==> src/rtl/memory1_pkg.sv <==
// Shared payload types for the memory1 pipeline stage and its neighbours.
package memory1_pkg;

  localparam int unsigned XLEN        = 32;
  localparam int unsigned REG_IDX_W   = 5;
  localparam int unsigned CSR_ADDR_W  = 14;
  localparam int unsigned TLB_OP_W    = 3;
  localparam int unsigned ECODE_W     = 6;
  localparam int unsigned ESUBCODE_W  = 9;
  localparam int unsigned EXCP_CODE_W = ESUBCODE_W + ECODE_W;
  localparam int unsigned STRB_W      = XLEN / 8;

  typedef enum logic [1:0] {
    BT_BYTE = 2'd0,
    BT_HALF = 2'd1,
    BT_WORD = 2'd2
  } byte_type_e;

  typedef struct packed {
    logic                  valid;
    logic [XLEN-1:0]       pc;
    logic [REG_IDX_W-1:0]  rd;
    logic                  is_wr_rd;
    logic                  is_wr_rd_pc_plus4;
    logic [XLEN-1:0]       ex_out;
    logic [XLEN-1:0]       pc_plus4;
    logic [XLEN-1:0]       rkd_data;
    logic                  is_cac;
    logic                  csr_we;
    logic [CSR_ADDR_W-1:0] csr_addr;
    logic                  is_mem;
    logic                  is_store;
    logic                  is_signed;
    byte_type_e            byte_type;
    logic                  is_ertn;
    logic [TLB_OP_W-1:0]   tlb_op;
  } execute_memory1_pass_t;

  typedef struct packed {
    logic                  valid;
    logic [XLEN-1:0]       pc;
    logic [REG_IDX_W-1:0]  rd;
    logic                  is_wr_rd;
    logic                  is_wr_rd_pc_plus4;
    logic [XLEN-1:0]       ex_out;
    logic [XLEN-1:0]       pc_plus4;
    logic                  csr_we;
    logic [CSR_ADDR_W-1:0] csr_addr;
    logic                  is_mem;
    logic                  is_store;
    logic                  is_signed;
    byte_type_e            byte_type;
    logic [1:0]            addr_lo;
    logic                  is_ertn;
    logic [TLB_OP_W-1:0]   tlb_op;
  } memory1_memory2_pass_t;

  typedef struct packed {
    logic                   valid;
    logic [EXCP_CODE_W-1:0] esubcode_ecode;
    logic [XLEN-1:0]        badv;
  } excp_pass_t;

  typedef struct packed {
    logic                 valid;
    logic [REG_IDX_W-1:0] idx;
    logic                 data_valid;
    logic [XLEN-1:0]      data;
  } forward_req_t;

endpackage

==> src/rtl/memory1_if.sv <==
// Data-cache request channel between memory1 (master) and the data cache (slave).
interface memory1_if;
  import memory1_pkg::*;

  logic                dc_req_valid;
  logic                dc_req_ready;
  logic [XLEN-1:0]     dc_req_addr;
  logic                dc_req_wr;
  logic [STRB_W-1:0]   dc_req_wstrb;
  logic [XLEN-1:0]     dc_req_wdata;
  logic                dc_req_uncached;
  logic                dc_req_cancel;

  modport master (
    output dc_req_valid, dc_req_addr, dc_req_wr, dc_req_wstrb,
           dc_req_wdata, dc_req_uncached, dc_req_cancel,
    input  dc_req_ready
  );

  modport slave (
    input  dc_req_valid, dc_req_addr, dc_req_wr, dc_req_wstrb,
           dc_req_wdata, dc_req_uncached, dc_req_cancel,
    output dc_req_ready
  );
endinterface

==> src/rtl/memory1.sv <==
// First memory pipeline stage: alignment check, single data-cache request per
// instruction, forwarding source and hand-off to memory2.
module memory1
  import memory1_pkg::*;
#(
  parameter logic [ECODE_W-1:0] ALE_ECODE = 6'h09
) (
  input  logic                  clk,
  input  logic                  rst_n,
  input  logic                  flush,
  input  logic                  next_rdy_in,
  output logic                  rdy_in,
  input  execute_memory1_pass_t pass_in,
  input  excp_pass_t            excp_pass_in,
  memory1_if.master             dc,
  output forward_req_t          fwd_req,
  output memory1_memory2_pass_t pass_out,
  output excp_pass_t            excp_pass_out
);

  typedef enum logic {
    ST_IDLE = 1'b0,
    ST_HELD = 1'b1
  } state_e;

  execute_memory1_pass_t in_q, in_d;
  excp_pass_t            excp_q, excp_d;
  state_e                state_q, state_d;

  logic [1:0] addr_lo;
  logic       misaligned;
  logic       issued;
  logic       need_req;
  logic       m1_flush;
  logic       m1_stall;
  logic       pass_valid;
  logic       req_valid;

  // Natural alignment per access size.
  always_comb begin
    addr_lo    = in_q.ex_out[1:0];
    misaligned = 1'b0;
    case (in_q.byte_type)
      BT_HALF: misaligned = addr_lo[0];
      BT_WORD: misaligned = |addr_lo;
      default: misaligned = 1'b0;
    endcase
  end

  // Stage control, cache request and next-state logic.
  always_comb begin
    state_d    = state_q;
    issued     = (state_q == ST_HELD);
    need_req   = in_q.valid & in_q.is_mem & ~excp_q.valid & ~misaligned & ~flush;
    m1_flush   = flush | ~in_q.valid;
    m1_stall   = ~next_rdy_in | (need_req & ~issued & ~dc.dc_req_ready);
    rdy_in     = m1_flush | ~m1_stall;
    pass_valid = ~m1_flush & ~m1_stall;
    req_valid  = need_req & ~issued;

    in_d   = rdy_in ? pass_in      : in_q;
    excp_d = rdy_in ? excp_pass_in : excp_q;

    dc.dc_req_valid    = req_valid;
    dc.dc_req_addr     = in_q.ex_out;
    dc.dc_req_wr       = in_q.is_store;
    dc.dc_req_uncached = ~in_q.is_cac;
    dc.dc_req_cancel   = flush & issued;
    dc.dc_req_wstrb    = '0;
    dc.dc_req_wdata    = in_q.rkd_data;
    case (in_q.byte_type)
      BT_BYTE: begin
        dc.dc_req_wdata = {4{in_q.rkd_data[7:0]}};
        if (in_q.is_store) dc.dc_req_wstrb = STRB_W'(4'b0001 << addr_lo);
      end
      BT_HALF: begin
        dc.dc_req_wdata = {2{in_q.rkd_data[15:0]}};
        if (in_q.is_store) dc.dc_req_wstrb = STRB_W'(4'b0011 << addr_lo);
      end
      default: begin
        if (in_q.is_store) dc.dc_req_wstrb = 4'b1111;
      end
    endcase

    // HELD means the cache already took this instruction's request.
    case (state_q)
      ST_IDLE: if (req_valid & dc.dc_req_ready & ~next_rdy_in) state_d = ST_HELD;
      ST_HELD: if (next_rdy_in | flush) state_d = ST_IDLE;
      default: state_d = ST_IDLE;
    endcase
  end

  // Outputs toward memory2 and the forwarding network.
  always_comb begin
    pass_out.valid             = pass_valid;
    pass_out.pc                = in_q.pc;
    pass_out.rd                = in_q.rd;
    pass_out.is_wr_rd          = in_q.is_wr_rd;
    pass_out.is_wr_rd_pc_plus4 = in_q.is_wr_rd_pc_plus4;
    pass_out.ex_out            = in_q.ex_out;
    pass_out.pc_plus4          = in_q.pc_plus4;
    pass_out.csr_we            = in_q.csr_we;
    pass_out.csr_addr          = in_q.csr_addr;
    pass_out.is_mem            = in_q.is_mem;
    pass_out.is_store          = in_q.is_store;
    pass_out.is_signed         = in_q.is_signed;
    pass_out.byte_type         = in_q.byte_type;
    pass_out.addr_lo           = addr_lo;
    pass_out.is_ertn           = in_q.is_ertn;
    pass_out.tlb_op            = in_q.tlb_op;

    // An older exception wins over a newly detected misalignment.
    excp_pass_out = excp_q;
    if (!excp_q.valid && in_q.valid && in_q.is_mem && misaligned) begin
      excp_pass_out.valid          = 1'b1;
      excp_pass_out.esubcode_ecode = {ESUBCODE_W'(0), ALE_ECODE};
      excp_pass_out.badv           = in_q.ex_out;
    end
    excp_pass_out.valid = excp_pass_out.valid & pass_valid;

    fwd_req.valid      = in_q.is_wr_rd & ~m1_flush;
    fwd_req.idx        = in_q.rd;
    fwd_req.data_valid = ~(in_q.is_mem & ~in_q.is_store);
    fwd_req.data       = in_q.is_wr_rd_pc_plus4 ? in_q.pc_plus4 : in_q.ex_out;
  end

  always_ff @(posedge clk or negedge rst_n) begin
    if (!rst_n) begin
      in_q    <= '0;
      excp_q  <= '0;
      state_q <= ST_IDLE;
    end else begin
      in_q    <= in_d;
      excp_q  <= excp_d;
      state_q <= state_d;
    end
  end

endmodule

==> src/flat_wrapper.sv <==
// flat-port wrapper written by rule: the top's interface ports become plain ports
module memory1_flat import memory1_pkg::*;
#(
  parameter logic [ECODE_W-1:0] ALE_ECODE = 6'h09
)
  (clk, rst_n, flush, next_rdy_in, rdy_in, pass_in, excp_pass_in, fwd_req, pass_out, excp_pass_out, dc_dc_req_valid, dc_dc_req_addr, dc_dc_req_wr, dc_dc_req_wstrb, dc_dc_req_wdata, dc_dc_req_uncached, dc_dc_req_cancel, dc_dc_req_ready);
  memory1_if dc_i ();
  input  logic clk;
  input  logic rst_n;
  input  logic flush;
  input  logic next_rdy_in;
  output logic rdy_in;
  input  execute_memory1_pass_t pass_in;
  input  excp_pass_t excp_pass_in;
  output forward_req_t fwd_req;
  output memory1_memory2_pass_t pass_out;
  output excp_pass_t excp_pass_out;
  output wire logic [$bits(dc_i.dc_req_valid)-1:0] dc_dc_req_valid;
  output wire logic [$bits(dc_i.dc_req_addr)-1:0] dc_dc_req_addr;
  output wire logic [$bits(dc_i.dc_req_wr)-1:0] dc_dc_req_wr;
  output wire logic [$bits(dc_i.dc_req_wstrb)-1:0] dc_dc_req_wstrb;
  output wire logic [$bits(dc_i.dc_req_wdata)-1:0] dc_dc_req_wdata;
  output wire logic [$bits(dc_i.dc_req_uncached)-1:0] dc_dc_req_uncached;
  output wire logic [$bits(dc_i.dc_req_cancel)-1:0] dc_dc_req_cancel;
  input wire logic [$bits(dc_i.dc_req_ready)-1:0] dc_dc_req_ready;
  assign dc_dc_req_valid = dc_i.dc_req_valid;
  assign dc_dc_req_addr = dc_i.dc_req_addr;
  assign dc_dc_req_wr = dc_i.dc_req_wr;
  assign dc_dc_req_wstrb = dc_i.dc_req_wstrb;
  assign dc_dc_req_wdata = dc_i.dc_req_wdata;
  assign dc_dc_req_uncached = dc_i.dc_req_uncached;
  assign dc_dc_req_cancel = dc_i.dc_req_cancel;
  assign dc_i.dc_req_ready = dc_dc_req_ready;
  memory1 #(.ALE_ECODE(ALE_ECODE)) u_core (.clk(clk), .rst_n(rst_n), .flush(flush), .next_rdy_in(next_rdy_in), .rdy_in(rdy_in), .pass_in(pass_in), .excp_pass_in(excp_pass_in), .dc(dc_i), .fwd_req(fwd_req), .pass_out(pass_out), .excp_pass_out(excp_pass_out));
endmodule
==> config.mk <==
export PLATFORM = sky130hd
export DESIGN_NAME = memory1_flat
export DESIGN_NICKNAME = d
export VERILOG_FILES = /design/src/rtl/memory1_pkg.sv /design/src/rtl/memory1_if.sv /design/src/rtl/memory1.sv /design/src/flat_wrapper.sv
export SDC_FILE = /design/constraint.sdc
export NUM_CORES = 1
export LEC_CHECK = 0
export BUFFER_PORTS_ARGS = -buffer_cell sky130_fd_sc_hd__buf_2
export CELL_PAD_IN_SITES_DETAIL_PLACEMENT = 0
export CELL_PAD_IN_SITES_GLOBAL_PLACEMENT = 1
export CORE_MARGIN = 3
export CORE_UTILIZATION = 39
export DETAILED_ROUTE_END_ITERATION = 8
export HOLD_SLACK_MARGIN = 0.15
export PLACE_DENSITY = 0.88
export SLEW_MARGIN = 5
export SYNTH_ARGS = -nofsm -noshare
export SYNTH_HDL_FRONTEND = slang
export SYNTH_SLANG_ARGS = --single-unit
==> constraint.sdc <==
create_clock -name clk -period 3.12 [get_ports clk]
set_clock_uncertainty 0.2 [all_clocks]
set_input_delay 0.468 -clock clk [delete_from_list [all_inputs] [get_ports clk]]
set_output_delay 0.468 -clock clk [all_outputs]
set_load 0.02 [all_outputs]
Word level (Yosys, flattened, before mapping)
Index checks and enable logic that the tools add are counted.

word-level totals
  register bits after elaboration = 210
  input bits = 214
  output and inout bits = 290
  logic and storage cells = 71

cells by class
  eq/ne operators = 2
  shift-type cells = 2
  multiplexer cells = 11
  bitwise gates (word level) = 29
  reduce and logical (&&, ||, !) cells = 6

operators by type and width
  cell                                             count
  case mux 32 bit (2 select lines)                 1
  two-way mux 48 bit                               1
  two-way mux 32 bit                               1
  bitwise AND 1 bit                                13
  two-way mux 4 bit                                3
  inverter 1 bit                                   12
  case mux 4 bit (2 select lines)                  1
  bitwise OR 1 bit                                 4
  case mux 1 bit (2 select lines)                  2
  << shifter 1 x 2 -> 4 bit, first input constant  1
  << shifter 2 x 2 -> 4 bit, first input constant  1
  logical AND 1 bit                                3
  == test 2 x 1 -> 1 bit, second input constant    1
  == test 2 bit, second input constant             1
  logical NOT 2 bit                                1
  two-way mux 1 bit                                2
  OR reduction 2 bit                               1
  logical NOT 1 bit                                1

Logic depth before layout (Yosys ltp)
Gate-level depths: netlist of run 1.

  word-level depth = 11
  depth in mapped cells = 10
  depth with buffers taken out = 6

Worst setup path before layout of run 1
Ideal clock, no wire load.

  path kind = reg2out
  from = reg u_core.in_q, in the netlist u_core.pass_out[7]
  to = out excp_pass_out[20] (netlist name)
  arrival time = 2.313 ns
  data required time = 2.452 ns
  setup slack = 0.139 ns
  stages on the path, launching flop included = 10
  buffers on the path = 3
  cell sequence = dfrtp_1 -> clkbuf_1 -> inv_1 -> ha_1 -> and2_1 -> o21ai_1 -> or2_1 -> buf_2 -> buf_4 -> mux2_2

RTL lines
  element                 line                source
  start, declared         memory1.sv:26       execute_memory1_pass_t in_q, in_d;
  start signal, assigned  memory1.sv:133      in_q <= in_d;
  end, declared           flat_wrapper.sv:17  output excp_pass_t excp_pass_out;

==> flow_summary.toml, run 1 <==
[synth]
synth.area.top_cells = "dfrtp_1 32%, o211ai_2 10%, nor3b_1 9.4%"
yosysSeqAreaShare = 0.325
ys.flop_type = "dfrtp_1"
yosys.area_share.simple = 0.258
ys_top_cells_by_count = "210 x dfrtp_1, 208 x a21oi_1, 208 x nand3_1, 205 x nand4_1, 202 x nor3b_1"
synthAdderAreaFrac = 0.00541
syn_nets = 2037
synth_top_family_by_area = "simple AND/OR/NAND/NOR gates"
ys_warn_count = 0
muxShareOfSynthArea = 0.0473
synth_edf_count = 0
synth_compound_area_frac = 0.216
postSynthAreaPerCell_sq_um = 8.91
synth_async_sr_flop_share = 1.00
yosysMostFrequentCell = "dfrtp_1"
synth_top_cell_area_share = 0.325
syn_area_sq_um = 16200
syn_inst = 1816
synth_area_leader_cell = "dfrtp_1"
synth-seq-cells = 210
yosys.cell_types.count = 34
synth_xor_area_frac = 0

[clock_tree]
cts-buffers-inserted = 27
cts_tree = "done"
clockBufferDepth = 3
clock-root-buffer = "clkbuf_16"
path_clk_slew_ns = 0.06
htree_levels = 1
clk-insertion-delay-late_ns = 0.55
cts_sinks = 210

[timing]
worst_pin_slew_ns = 1.03
finalHoldViolations = 0
fin_crit_ns = 3.27
finalMaxSlewViolations = 0
finalCritPeriodShare = 1.05
layout_setup_ws_ns = -0.148
slew_headroom = 0.313
fmax_ghz = 0.306
rsz0062_at_grt = "yes"
finalSetupViolations = 41

[run_status]
violations = "setup timing"
status = "finished, violations left"

[job]
drv_cap = 0

[final_layout]
drive_above_1_share = 0.373
fin_nets = 2450
nFillCells = 3491
fin_cells = 2779
synthToLayoutAreaGrowth_pct = 32.3
regArea_sq_um = 5260
multi_input_area_sq_um = 8760

[floorplanning]
rows = 73
die_h_um = 210
coreArea_sq_um = 40400
ios = 504
start_util = 0.401
die-width_um = 210
die_area_sq_um = 44000

[grt]
grt_overflow_total = 0
grt_max_degree = 171
antenna_found_initial = 6
grt_pass1_wl_um = 95400
track_usage = 0.262
grt_pass1_vias = 16700

[place]
port_buffers = 503
pre_cts_slack_ns = 0.247
dp_hpwl_um = 37800
place.gp.congestion = 0.905
placed_cells = 2495

[pwr]
vdd_drop_max_uv = 347
leakage_nw = 8.80
p_comb_frac = 0.334
switchingPower_mw = 3.75
power_frac_clock = 0.333
p_seq_frac = 0.333
p_int_mw = 6.38
switching_share = 0.370
power.density_nw_per_um2 = 473

[critical_path]
worstPathRequired_ns = 2.45
crit_type = "register to output pin"
crit_path_end_kind = "output pin"
crit_fanout = 7
worstPathArrival_ns = 2.60
cp-start-kind = "register"

[drt]
wl_per_cell_um = 23.0
dr.first_iter.drc_count = 1949
drtAntennaViolNets = 0
drc_errors = 0
route.final.wire_length_um = 64000
routed-via-count = 17400
firstDrtPassIters = 6
routed_via_density = 6.25

[worst_hold_path]
hp-class = "input port to register"
cell type report:
type,count,area share
diodes,5,0.000584
well taps,525,0.0307
multi-input cells,1202,0.409
clock buffers,41,0.0382
repair buffers,780,0.268
clock inverters,8,0.00584
inverters,8,0.00164
flip-flops and latches,210,0.246
cell usage in the layout (no fill, tap or decap), drive strengths merged, types with 2 or more instances in the layout:
cell         instances
nand2               25
bufinv               3
o21ai               10
a21oi              208
nor3                 7
inv                 10
buf                564
nor3b              202
nor2b                2
nand3              208
nand4              205
ha                   7
diode                5
and2                17
mux2                68
clkbuf              45
a22o                 9
nand2b               4
a22oi                8
nor2                 3
o21a                 5
dlygate4sd3        212
clkinv               2
dfrtp              210
o211ai             207
state kept, by name (all words and copies together), names as in the netlist:
signal,cells
u_core.dc.dc_req_addr,32
u_core.dc.dc_req_wr,1
u_core.excp_q,48
u_core.fwd_req,5
u_core.in_q,34
u_core.issued,1
u_core.pass_out,89
through the flow:
step	hold slack [ns]	TNS, ns	util	instance area, sq um	total power, mW
after floorplan	-0.0276	0	-	16200	5.45
after global placement	0.285	0	0.436	17600	6.26
after detailed placement	0.282	0	0.436	17600	6.32
after CTS	0.222	-1.92	0.517	20900	9.99
after global routing	0.215	-6.75	0.530	21400	10.5
final	0.233	-4.34	0.530	21400	10.1
metal layers:
layer / GRT usage / routed length (um)
met1: 0.337 / 24900
met2: 0.432 / 30200
met3: 0.0564 / 5650
met4: 0.103 / 3160
met5: 0 / 12
critical path, stage by stage, from the launching register on:
cell,delay (ns)
dfrtp_2,0.43
inv_4,0.07
ha_4,0.16
and2_4,0.16
o21ai_4,0.18
or2_4,0.34
clkbuf_16,0.24
mux2_4,0.31
buf_6,0.13
worst paths after layout:
path	start	to	slack [ns]	cells past startpoint
max	u_core.pass_out[7]	excp_pass_out[4]	-0.15	8
max in group asynchronous	rst_n	u_core.excp_q[2]	1.52	3
min in group asynchronous	rst_n	u_core.in_q[43]	0.27	2
min	next_rdy_in	u_core.in_q[160]	0.23	3
min reg2reg	u_core.in_q[24]	u_core.in_q[24]	0.35	2
max reg2reg	u_core.pass_out[7]	u_core.pass_out[115]	0.34	10
cells by family (layout without fill, tap and decap cells):
group | after synthesis | in the layout
mux | 68 | 68
simple gates | 677 | 677
compound gates | 450 | 450
fa+ha+maj | 7 | 7
buf+inv | 404 | 837
other cells | 0 | 5
flops | 210 | 210
power by group through the flow:
stage	registers (mW)	clock network, mW	logic (mW)
floorplan	3.23	0	2.22
global placement	3.38	0	2.88
detailed placement	3.40	0	2.92
CTS	3.35	3.44	3.20
global route	3.40	3.54	3.58
finish	3.37	3.38	3.39
what timing repair did:
item,CTS,global route
buffers inserted,7,5
gates cloned,1,5
hold buffers,212,0
endpoints found under the hold margin,272,0
pin swaps,1,3
endpoints found under the setup margin,50,56
resized for setup,33,114
No activity file was read; power rests on OpenSTA's default activity.
==> inputs of run 2 (changes only) <==
Settings changed: RECOVER_POWER set to 100.
==> run 2 against run 1 <==
Net effect:
- the flow finishes with violations (capacitance limit, slew limit, setup timing)
- maximum frequency is 0.18% higher
- final area decreased by 0.96%
- clock-buffer cell count stayed put
- non-clock buffer count stayed put
- clock power about the same
- sequential share of layout area rose by 0.24 points
- worst setup slack better by 0.0059 ns
- via count down 0.41%
- power down 0.45%
==> flow_summary.toml, run 2 (same netlist as run 1, synthesis figures left out) <==
[critical_path]
cp-start-kind = "register"
crit_type = "register to output pin"
worstPathRequired_ns = 2.45
timing.rr.start = "u_core.pass_out[7]"
cp-startpoint = "u_core.pass_out[7]"
crit_fanout = 7
rr_worst_depth = 10
worstPathArrival_ns = 2.59
crit_path_end_kind = "output pin"
reg2reg_setup_slack_ns = 0.34

[drt]
routed_via_density = 6.22
firstDrtPassIters = 5
dr.first_iter.drc_count = 1871
routed-via-count = 17300
drtAntennaViolNets = 0
route.final.wire_length_um = 64100
drc_errors = 0
wl_per_cell_um = 23.0

[floorplanning]
start_util = 0.401
die-width_um = 210
die_area_sq_um = 44000
die_h_um = 210
coreArea_sq_um = 40400
rows = 73
ios = 504

[run_status]
status = "finished, violations left"
violations = "capacitance limit, slew limit, setup timing"

[clock_tree]
cts-buffers-inserted = 27
cts_tree = "done"
clockBufferDepth = 3
clk-insertion-delay-late_ns = 0.55
cts_sinks = 210
path_clk_slew_ns = 0.06
htree_levels = 1
clock-root-buffer = "clkbuf_16"

[timing]
finalHoldViolations = 0
fmax_ghz = 0.307
rsz0062_at_grt = "yes"
fin_crit_ns = 3.26
finalSetupTns_ns = -4.34
worst_pin_slew_ns = 1.90
finalMaxSlewViolations = 66
finalSetupViolations = 44
layout_setup_ws_ns = -0.142
finalCritPeriodShare = 1.05
slew_headroom = -0.266

[grt]
grt_overflow_total = 0
grt_max_degree = 171
grt_pass1_vias = 16700
grt_pass1_wl_um = 95400
track_usage = 0.262
antenna_found_initial = 6

[place]
place.gp.congestion = 0.905
placed_cells = 2495
dp_hpwl_um = 37800
port_buffers = 503

[pwr]
leakage_nw = 8.43
p_total_mw = 10.1
vdd_drop_max_uv = 345
power.density_nw_per_um2 = 476

[final_layout]
fin_cells = 2780
mostFrequentLayoutCells = "320 x buf_2, 212 x dlygate4sd3_1, 208 x a21oi_1, 208 x nand3_1, 207 x dfrtp_1"
synthToLayoutAreaGrowth_pct = 31.0
largest_reg_flops = 89
utilization = 0.525
drive_above_1_share = 0.310
final_common_cell = "buf_2"
fin_nets = 2450

[job]
drv_cap = 1

[worst_hold_path]
hp-class = "input port to register"
hold_depth = 3
min_from = "flush"
-- run 2: critical path: stages (launching register included) --
cell and delay, ns:
dfrtp_2 0.43, inv_4 0.07, ha_4 0.16, and2_4 0.16, o21ai_4 0.18, or2_4 0.34
clkbuf_16 0.24, mux2_4 0.31, buf_6 0.13
-- run 2: power by group --
part	total [mW]	internal, mW	leakage [nW]	switching [mW]
combinational	3.33	1.28	5.58	2.05
clock	3.38	2.05	0.463	1.33
sequential	3.38	3.00	2.39	0.377
-- run 2: final timing paths --
path	to
max	excp_pass_out[4]
min	u_core.in_q[160]
max reg2reg	u_core.dc.dc_req_addr[8]
min reg2reg	u_core.in_q[24]
max in group asynchronous	u_core.excp_q[2]
min in group asynchronous	u_core.in_q[43]
-- run 2: timing repair --
item / in CTS / in global routing
buffers inserted: 7 / 5
endpoints found under the setup margin: 50 / 56
resized for setup: 33 / 114
endpoints found under the hold margin: 272 / 0
pin swaps: 1 / 3
gates cloned: 1 / 5
hold buffers: 212 / 0
-- run 2: routing by layer --
metal | global-route usage | vias up | share of wire
met3 | 0.0564 | 219 | 0.086
met1 | 0.337 | 8542 | 0.39
met2 | 0.432 | 1000 | 0.47
met4 | 0.103 | 0 | 0.049
li1 | - | 7537 | -
met5 | 0 | - | 0
-- run 2: layout make-up --
cell class	count	area [sq um]
sequential	210	5260
timing repair buffer	780	5530
fill	3597	19200
clock inverter	8	125
clock buffer	41	818
multi-input combinational	1202	8760
tap	525	657
inverter	8	35.0
antenna	6	15.0
-- run 2: metrics by stage --
| step | worst slack, ns | hold WS [ns] | cell area, sq um |
|---|---|---|---|
| 6_report | -0.142 | 0.271 | 21200 |
| 5_1_grt | -0.198 | 0.264 | 21200 |
| 4_1_cts | -0.0934 | 0.222 | 20900 |
| 3_5_place_dp | 0.247 | 0.282 | 17600 |
| 3_3_place_gp | 0.363 | 0.285 | 17600 |
| 2_1_floorplan | 0.139 | -0.0276 | 16200 |
==> inputs of run 3 (changes only) <==
Settings changed: CORE_UTILIZATION 39 to 35, PLACE_DENSITY 0.88 to unset, PLACE_DENSITY_LB_ADDON set to 0.2.
==> run 3 against run 2 <==
Net effect:
- critical endpoint is now excp_pass_out[14]
- combinational power is 1% lower
- clock power is 1% higher
- register-to-register slack worse by 0.20 ns
- non-clock buffer count is 6 higher
- sequential power hardly changed
- via count is 3.9% lower
- the flow finishes with violations (capacitance limit, slew limit)
- final cell count is 2.9% higher
==> flow_summary.toml, run 3 (same netlist as run 1, synthesis figures left out) <==
[run_status]
status = "finished, violations left"
violations = "capacitance limit, slew limit"

[place]
place.gp.congestion = 0.797
pre_cts_slack_ns = 0.281
placed_cells = 2573
dp_hpwl_um = 40100
port_buffers = 503

[critical_path]
crit_fanout = 13
cp_slowest_cell = "dfrtp_1"
crit_type = "register to output pin"
cp_cell_sequence = "buf_4 > ha_4 > nor2b_4 > o21ai_4 > or2_4 > buf_6 > mux2_2 > buf_6"
crit_top_cell = "buf_6"
cp-start-kind = "register"
worstPathRequired_ns = 2.45
cpPeakStageDelay_ns = 0.39
crit_path_end_kind = "output pin"
worstPathArrival_ns = 2.42

[final_layout]
mostFrequentLayoutCells = "308 x buf_2, 226 x dlygate4sd3_1, 210 x dfrtp_1, 208 x a21oi_1, 208 x nand3_1"
largest_reg_flops = 89
synthToLayoutAreaGrowth_pct = 30.3
fin_nets = 2457
final_common_cell = "buf_2"
drive_above_1_share = 0.285
fin_cells = 2861
utilization = 0.464

[pwr]
p_total_mw = 10.1
power.density_nw_per_um2 = 479
vdd_drop_max_uv = 313
leakage_nw = 8.17

[timing]
slew_headroom = -0.0307
finalSetupViolations = 0
layout_setup_ws_ns = 0.0315
fmax_ghz = 0.324
worst_pin_slew_ns = 1.55
holdWs_ns = 0.218
rsz0062_at_grt = "yes"
finalMaxSlewViolations = 54
fin_crit_ns = 3.09
finalCritPeriodShare = 0.990
finalHoldViolations = 0

[drt]
drc_errors = 0
firstDrtPassIters = 6
route.final.wire_length_um = 65600
routed-via-count = 16600
routed_via_density = 5.81
wl_per_cell_um = 22.9
drtAntennaViolNets = 0
dr.first_iter.drc_count = 1367

[grt]
track_usage = 0.252
grt_pass1_wl_um = 101000
grt_pass1_vias = 16000
grt_overflow_total = 0
grt_max_degree = 159
antenna_found_initial = 5

[floorplanning]
die-width_um = 221
rows = 78
ios = 504
coreArea_sq_um = 45500
die_h_um = 221
die_area_sq_um = 48800
start_util = 0.356

[worst_hold_path]
hp-class = "input port to register"

[clock_tree]
clock-root-buffer = "clkbuf_16"
clk-insertion-delay-late_ns = 0.56
path_clk_slew_ns = 0.06
clockBufferDepth = 3
cts-buffers-inserted = 28
cts_sinks = 210
htree_levels = 1
cts_tree = "done"

[job]
drv_cap = 1
## run 3: cell types whose count changed in the layout (fill, tap and decap cells not counted), sizes merged
cell / delta
bufbuf: +3
dlygate4sd3: +14
diode: -2
clkbuf: +35
clkinvlp: -1
inv: -1
buf: -45
clkinv: +3
## run 3: path summary, 6_finish.rpt
| check | start | to | slack [ns] | cells after the start |
|---|---|---|---|---|
| min in group asynchronous | rst_n | u_core.in_q[27] | 0.61 | 2 |
| min reg2reg | u_core.in_q[24] | u_core.in_q[24] | 0.34 | 2 |
| min | flush | u_core.in_q[160] | 0.22 | 3 |
| max in group asynchronous | rst_n | u_core.fwd_req[34] | 0.33 | 3 |
| max reg2reg | u_core.pass_out[6] | u_core.pass_out[103] | 0.14 | 8 |
| max | u_core.pass_out[7] | excp_pass_out[14] | 0.03 | 8 |
## run 3: report_power, final
| part | leakage, nW | switching [mW] | internal (mW) |
|---|---|---|---|
| combinational | 5.31 | 2.05 | 1.24 |
| clock | 0.475 | 1.34 | 2.08 |
| sequential | 2.39 | 0.378 | 3.00 |
## run 3: layout make-up
| type | count | area, sq um |
|---|---|---|
| repair buffers | 786 | 5450 |
| clock inverters | 9 | 124 |
| fillers | 4506 | 24400 |
| multi-input cells | 1202 | 8620 |
| flip-flops and latches | 210 | 5260 |
| clock buffers | 42 | 835 |
| well taps | 600 | 751 |
| diodes | 4 | 10.0 |
| inverters | 8 | 30.0 |
## run 3: worst max-delay path: cells and delay by family, from the launching register on
kind / cells / cell delay, ns
AOI/OAI and AO/OA: 1 / 0.14
adders and majority gates: 1 / 0.14
buffers and inverters: 3 / 0.49
DFF: 1 / 0.39
muxes: 1 / 0.37
and+or+nand+nor: 2 / 0.31
## run 3: repair_timing
item,CTS,global route
pin swaps,2,2
hold buffers,226,0
cloned,4,0
resized for setup,13,46
endpoints found under the setup margin,49,36
endpoints found under the hold margin,411,0
setup buffers,5,0
## run 3: layer usage
metal / global-route usage / up-vias / wire (um)
met2: 0.417 / 600 / 31500
met5: 0 / - / 27
met3: 0.0393 / 91 / 3550
met1: 0.348 / 8356 / 28800
li1: - / 7572 / -
met4: 0.0588 / 4 / 1690
## run 3: stage by stage
stage               TNS (ns)  cell area, sq um
finish                     0             21100
floorplan                  0             16200
global placement           0             17800
detailed placement         0             17800
global route           -1.21             21100
CTS                    -1.04             21200
